[src/rtl/ocm_arb_pkg.sv]
// Shared types and defaults for the two-port on-chip memory arbiter.
package ocm_arb_pkg;

    localparam int OCM_ADDR_W = 10;
    localparam int OCM_DATA_W = 32;

    typedef logic [0:0] port_idx_t;

    localparam port_idx_t PORT_S0 = 1'b0;
    localparam port_idx_t PORT_S1 = 1'b1;

    // An outstanding read: its data returns from the RAM one cycle after issue.
    typedef struct packed {
        logic      valid;
        port_idx_t owner;
    } pend_rd_t;

    function automatic port_idx_t otherPort(input port_idx_t p);
        return ~p;
    endfunction

endpackage

[src/rtl/ocm_rr_grant.sv]
// Two-way grant selection with a round-robin pointer.
// Define OCM_ARB_FIXED_PRIO_EN to make s0 always win contention (no pointer).
module ocm_rr_grant
    import ocm_arb_pkg::*;
(
    input  logic       clk,
    input  logic       reset_n,
    input  logic       enable_i,
    input  logic [1:0] req_i,
    output logic       gntValid_o,
    output port_idx_t  gntIdx_o
);

    port_idx_t contendWinner;

`ifdef OCM_ARB_FIXED_PRIO_EN
    logic unusedClkRst;

    assign unusedClkRst  = clk ^ reset_n;
    assign contendWinner = PORT_S0;
`else
    port_idx_t ptr_q;
    port_idx_t ptr_d;

    assign contendWinner = ptr_q;

    // The pointer only advances on an accepted transfer, so it holds through freeze.
    always_comb begin
        ptr_d = ptr_q;
        if (gntValid_o) begin
            ptr_d = otherPort(gntIdx_o);
        end
    end

    always_ff @(posedge clk or negedge reset_n) begin
        if (!reset_n) begin
            ptr_q <= PORT_S0;
        end else begin
            ptr_q <= ptr_d;
        end
    end
`endif

    always_comb begin
        gntValid_o = 1'b0;
        gntIdx_o   = PORT_S0;
        if (enable_i && (req_i != 2'b00)) begin
            gntValid_o = 1'b1;
            if (req_i == 2'b11) begin
                gntIdx_o = contendWinner;
            end else if (req_i[1]) begin
                gntIdx_o = PORT_S1;
            end else begin
                gntIdx_o = PORT_S0;
            end
        end
    end

endmodule

[src/rtl/onchip_mem_arbiter.sv]
// Two requesters sharing one single-port RAM with 1-cycle read latency.
// Round-robin by default; OCM_ARB_FIXED_PRIO_EN selects fixed s0 priority.
module onchip_mem_arbiter
    import ocm_arb_pkg::*;
#(
    parameter  int ADDR_W = OCM_ADDR_W,
    parameter  int DATA_W = OCM_DATA_W,
    localparam int BE_W   = DATA_W / 8
) (
    input  logic              clk,
    input  logic              reset_n,
    input  logic              freeze,

    input  logic [ADDR_W-1:0] s0_address,
    input  logic [BE_W-1:0]   s0_byteenable,
    input  logic              s0_read,
    input  logic              s0_write,
    input  logic [DATA_W-1:0] s0_writedata,
    output logic              s0_waitrequest,
    output logic [DATA_W-1:0] s0_readdata,
    output logic              s0_readdatavalid,

    input  logic [ADDR_W-1:0] s1_address,
    input  logic [BE_W-1:0]   s1_byteenable,
    input  logic              s1_read,
    input  logic              s1_write,
    input  logic [DATA_W-1:0] s1_writedata,
    output logic              s1_waitrequest,
    output logic [DATA_W-1:0] s1_readdata,
    output logic              s1_readdatavalid,

    output logic [ADDR_W-1:0] ram_address,
    output logic [BE_W-1:0]   ram_byteenable,
    output logic [DATA_W-1:0] ram_writedata,
    output logic              ram_chipselect,
    output logic              ram_write,
    output logic              ram_clken,
    input  logic [DATA_W-1:0] ram_readdata
);

    logic [1:0]  req;
    logic        arbEnable;
    logic        gntValid;
    port_idx_t   gntIdx;
    logic        selRead;
    logic        selWrite;
    pend_rd_t    pendRd_q;
    pend_rd_t    pendRd_d;

    assign req       = {s1_read | s1_write, s0_read | s0_write};
    // Gating with reset_n keeps every waitrequest high while reset is held.
    assign arbEnable = reset_n & ~freeze;

    ocm_rr_grant uGrant (
        .clk        (clk),
        .reset_n    (reset_n),
        .enable_i   (arbEnable),
        .req_i      (req),
        .gntValid_o (gntValid),
        .gntIdx_o   (gntIdx)
    );

    assign selRead  = (gntIdx == PORT_S1) ? s1_read  : s0_read;
    assign selWrite = (gntIdx == PORT_S1) ? s1_write : s0_write;

    always_comb begin
        ram_chipselect = gntValid;
        ram_write      = gntValid & selWrite;
        ram_address    = '0;
        ram_byteenable = '0;
        ram_writedata  = '0;
        if (gntValid) begin
            ram_address    = (gntIdx == PORT_S1) ? s1_address    : s0_address;
            ram_byteenable = (gntIdx == PORT_S1) ? s1_byteenable : s0_byteenable;
            ram_writedata  = (gntIdx == PORT_S1) ? s1_writedata  : s0_writedata;
        end
    end

    assign ram_clken      = reset_n;
    assign s0_waitrequest = ~(gntValid && (gntIdx == PORT_S0));
    assign s1_waitrequest = ~(gntValid && (gntIdx == PORT_S1));

    // Read with write set counts as a write, so it never creates a pending read.
    always_comb begin
        pendRd_d.valid = gntValid & selRead & ~selWrite;
        pendRd_d.owner = gntIdx;
    end

    always_ff @(posedge clk or negedge reset_n) begin
        if (!reset_n) begin
            pendRd_q <= '0;
        end else begin
            pendRd_q <= pendRd_d;
        end
    end

    assign s0_readdatavalid = pendRd_q.valid && (pendRd_q.owner == PORT_S0);
    assign s1_readdatavalid = pendRd_q.valid && (pendRd_q.owner == PORT_S1);
    assign s0_readdata      = s0_readdatavalid ? ram_readdata : '0;
    assign s1_readdata      = s1_readdatavalid ? ram_readdata : '0;

endmodule

[config.mk]
export PLATFORM = sky130hd
export DESIGN_NAME = onchip_mem_arbiter
export DESIGN_NICKNAME = d
export VERILOG_FILES = /design/src/rtl/ocm_arb_pkg.sv /design/src/rtl/ocm_rr_grant.sv /design/src/rtl/onchip_mem_arbiter.sv
export SDC_FILE = /design/constraint.sdc
export NUM_CORES = 1
export LEC_CHECK = 0
export BUFFER_PORTS_ARGS = -buffer_cell sky130_fd_sc_hd__buf_4
export CAP_MARGIN = 15
export CORE_AREA = 3 3 94 96
export CTS_BUF_LIST = sky130_fd_sc_hd__clkbuf_4 sky130_fd_sc_hd__clkbuf_8 sky130_fd_sc_hd__clkbuf_16
export CTS_CLUSTER_SIZE = 28
export DETAILED_ROUTE_END_ITERATION = 16
export DIE_AREA = 0 0 97 99
export GPL_TIMING_DRIVEN = 0
export HOLD_SLACK_MARGIN = 0.12
export PLACE_DENSITY_LB_ADDON = 0.15
export SLEW_MARGIN = 20
export SYNTH_ARGS = -nofsm -noshare
export SYNTH_HDL_FRONTEND = slang
export SYNTH_SLANG_ARGS = --single-unit
[constraint.sdc]
create_clock -name clk -period 2.5 [get_ports clk]
set_input_delay 0.125 -clock clk [delete_from_list [all_inputs] [get_ports clk]]
set_output_delay 0.125 -clock clk [all_outputs]
set_load 0.05 [all_outputs]
==> impl_metrics.csv <==
group,metric,value,unit
critical_path,path_common_cell,"buf_4",
placement,port_buffers,247,
synth,synth_nets,396,
power_and_ir_drop,clockPowerShare,14.2,%
synth,synth_edf_count,0,
grt,track_usage,17.16,%
sta,clock.fmax,468.3,MHz
cells_and_area,multi_input_area,0.001264,mm^2
floorplan,rows,33,
hold_path,worstHoldStart,"s1_read",
synth,synth_area_per_cell,6.034,um^2
cells_and_area,nNetsFinal,649,
power_and_ir_drop,p_seq_share,5.7,%
sta,fin_skew,0.001480,ns
synth,yosysWarnings,0,
hold_path,whs_path_depth,3,
floorplan,die_width,97,um
sta,finalWorstSetupSlack,0.3646,ns
synth,synth_ff_type,"dfrtp_1",
placement,placed_area,0.003585,mm^2
critical_path,criticalPathCategory,"in2out",
power_and_ir_drop,switching_share,52.50,%
grt,grt_busiest_layer,"met2",
cts,clkTransAtPathRegs,0.03,ns
placement,finalWeightedCongestion,0.8355,
cts,cts_resized,0,
sta,final_hold_viol_count,0,
critical_path,cp.arrival,2.01,ns
critical_path,cp_max_fo,10,
power_and_ir_drop,power_density,289.3,mW/mm^2
synth,synth_seq_area_share,4.695,%
grt,use_met1,21.07,%
cts,cts_max_path_buffers,2,
detailed_routing,drtIter0Drc,76,
sta,setup_violations,0,
detailed_routing,dr_total_vias,2854,
cells_and_area,fillers,855,
cells_and_area,areaGrowthSynthToFinish,127.9,%
hold_path,hp-class,"in2reg",
sta,fin_setup_tns,0,ns
cts,cts_sinks,3,
grt,grt_overflow,0,
power_and_ir_drop,total_power,1.054,mW
cts,post_cts_buffers,0,
outcome,status,"complete, no violations",
placement,dp_hpwl,7.608,mm
grt,antenna_found_initial,0,
cts,htree_num_levels,1,
critical_path,cpPeakStageDelay,0.54,ns
floorplan,die_h,99,um
synth,ys_seq_elements,3,
synth,ys_async_sr_fraction,100.0,%
critical_path,crit_required,2.38,ns
detailed_routing,drtAntennaViolNets,0,
detailed_routing,routed_wl,9.082,mm
critical_path,end_kind,"output pin",
floorplan,start_util,19.66,%
critical_path,ff2ff_setup_slack,1.11,ns
floorplan,core,0.008134,mm^2
cts,insertion_delay,0.21,ns
synth,synth_area,0.001599,mm^2
synth,synth_cell_types,28,
sta,report.final.slew_viol_count,0,
cts,cts_buffers,3,
power_and_ir_drop,ir_worst_vdd,144.6,uV
detailed_routing,drt-pass1-iter-count,4,
grt,grt.met2_usage,31.42,%
floorplan,die_area,0.009603,mm^2
grt,met3_usage,3.255,%
critical_path,r2r-end,"uGrant.contendWinner",
cells_and_area,diodes,0,
critical_path,cp-start-kind,"input pin",
detailed_routing,drc,0,
placement,dp_slack,0.8265,ns
floorplan,ios,248,
power_and_ir_drop,p_switching,0.5533,mW
grt,grt_pass1_vias,2699,
sta,rsz0062_at_grt,"false",
sta,worstMarginPinSlew,0.4739,ns
power_and_ir_drop,p_leak,2.047,nW
detailed_routing,routed_via_density,4.588,
sta,slew_headroom,68.40,%
cts,cts_tree,"done",
cells_and_area,regArea,75.07,um^2
cts,ctsRootBufferMaster,"clkbuf_8",
grt,grt_first_pass_wirelength,13.90,mm
power_and_ir_drop,pwr-share-comb,80.1,%
detailed_routing,wire_per_inst,14.60,um
hold_path,min_to,"pendRd_q[1]",
grt,grt_max_degree,11,
power_and_ir_drop,p_int,0.5006,mW
cells_and_area,drive_above_1_share,55.13,%
run,maxCapViolations,0,
synth,netlist_instances,265,
cts,hold_buffers,1,
sta,fin_crit,2.135,ns
critical_path,worstReg2RegStart,"uGrant.contendWinner",
critical_path,rr_worst_depth,4,
critical_path,slowest_stage,"dlygate4sd3_1",
cells_and_area,design_area,0.003643,mm^2
critical_path,path_cells,"dlygate4sd3_1 -> buf_4 -> nor2b_1 -> buf_4 -> clkbuf_1 -> nand4_1 -> o31ai_2 -> buf_4",
sta,fin_crit_sh,85.42,%
logic make-up (layout without fill, tap and decap cells):
kind of cell           Yosys count  count (layout)  synth area share, %
AOI/OAI and AO/OA               85              85                31.92
buffers and inverters           50             302                16.27
DFF                              3               3                4.695
and+or+nand+nor                127             127                47.10
worst max-delay path, delay by kind of cell:
family          cells  cell delay (ns)
compound gates      1             0.10
buf+inv             5             1.48
simple gates        2             0.31
cells in the final DEF (no fill, tap or decap):
master         count
o31ai_2            7
nor4_2             1
nand4_1           14
and3_1            32
o31ai_1            7
o21bai_2           1
buf_2             10
buf_4            250
a21oi_1           33
nand2b_4           1
o21ai_1            2
or2_2              1
nand2b_1           2
nor2_2             1
clkbuf_1          12
a211o_1            1
nand3b_1           1
o21ai_0           33
clkbuf_4           1
nand3_1           33
o21ba_1            1
nand2_1            4
buf_6              6
and2_1            33
nor2_1             2
dfrtp_1            3
inv_1             16
clkbuf_8           3
nor2b_1            2
dlygate4sd3_1      1
clkbuf_2           3
stage by stage:
step                      hold WS [ns]  utilization (%)  cells
final                           0.2406            44.79    622
after global routing            0.2597            44.79    622
after CTS                       0.2416            44.79    622
after detailed placement      -0.07174            44.07    617
after global placement        -0.07420            44.07    617
after floorplan                -0.1706                -    265
synthesized netlist by cell type, types with 3 or more instances:
library cell / instances / area share [%]
a21oi_1: 33 / 10
and2_1: 33 / 13
and3_1: 32 / 13
buf_2: 10 / 3.1
buf_4: 3 / 1.4
buf_6: 6 / 4.2
clkbuf_1: 12 / 2.8
clkbuf_2: 3 / 0.94
dfrtp_1: 3 / 4.7
inv_1: 16 / 3.8
nand2_1: 4 / 0.94
nand3_1: 33 / 10
nand4_1: 14 / 5.5
o21ai_0: 33 / 10
o31ai_1: 7 / 3.3
o31ai_2: 7 / 5.5
final cells by class:
cell class | instances | area share [%]
timing repair buffer | 248 | 51.17
multi-input combinational | 212 | 34.68
buffer | 34 | 5.495
tap | 105 | 3.606
sequential | 3 | 2.060
inverter | 16 | 1.648
clock buffer | 4 | 1.339
per-layer routing:
| metal | routed length (um) | up-vias |
|---|---|---|
| met2 | 4732 | 122 |
| met3 | 631 | 6 |
| met5 | 0 | - |
| met4 | 78 | 0 |
| met1 | 3639 | 1276 |
| li1 | - | 1450 |
worst max path at each step:
| stage | startpoint | to | slack, ns | cells after the start |
|---|---|---|---|---|
| 6_report | reset_n | ram_writedata[25] | 0.36 | 8 |
| 5_1_grt | reset_n | ram_writedata[7] | 0.23 | 8 |
| 4_1_cts | reset_n | ram_writedata[25] | 0.36 | 8 |
| 3_5_place_dp | uGrant.contendWinner | ram_writedata[25] | 0.83 | 5 |
| 3_3_place_gp | uGrant.contendWinner | ram_writedata[24] | 0.87 | 5 |
| 2_1_floorplan | uGrant.contendWinner | ram_address[4] | 0.42 | 3 |
registers in the layout (all words and copies together) (netlist names):
register	flops
uGrant.contendWinner	1
pendRd_q	2
power by group through the flow:
stage	combinational (mW)	clock [mW]	sequential, mW
floorplan	0.510	0	0.0580
global placement	0.840	0	0.0603
global route	0.905	0.159	0.0606
finish	0.844	0.150	0.0597
detailed placement	0.847	0	0.0603
CTS	0.850	0.154	0.0598
Note: power is estimated with default switching activity, not from simulation.
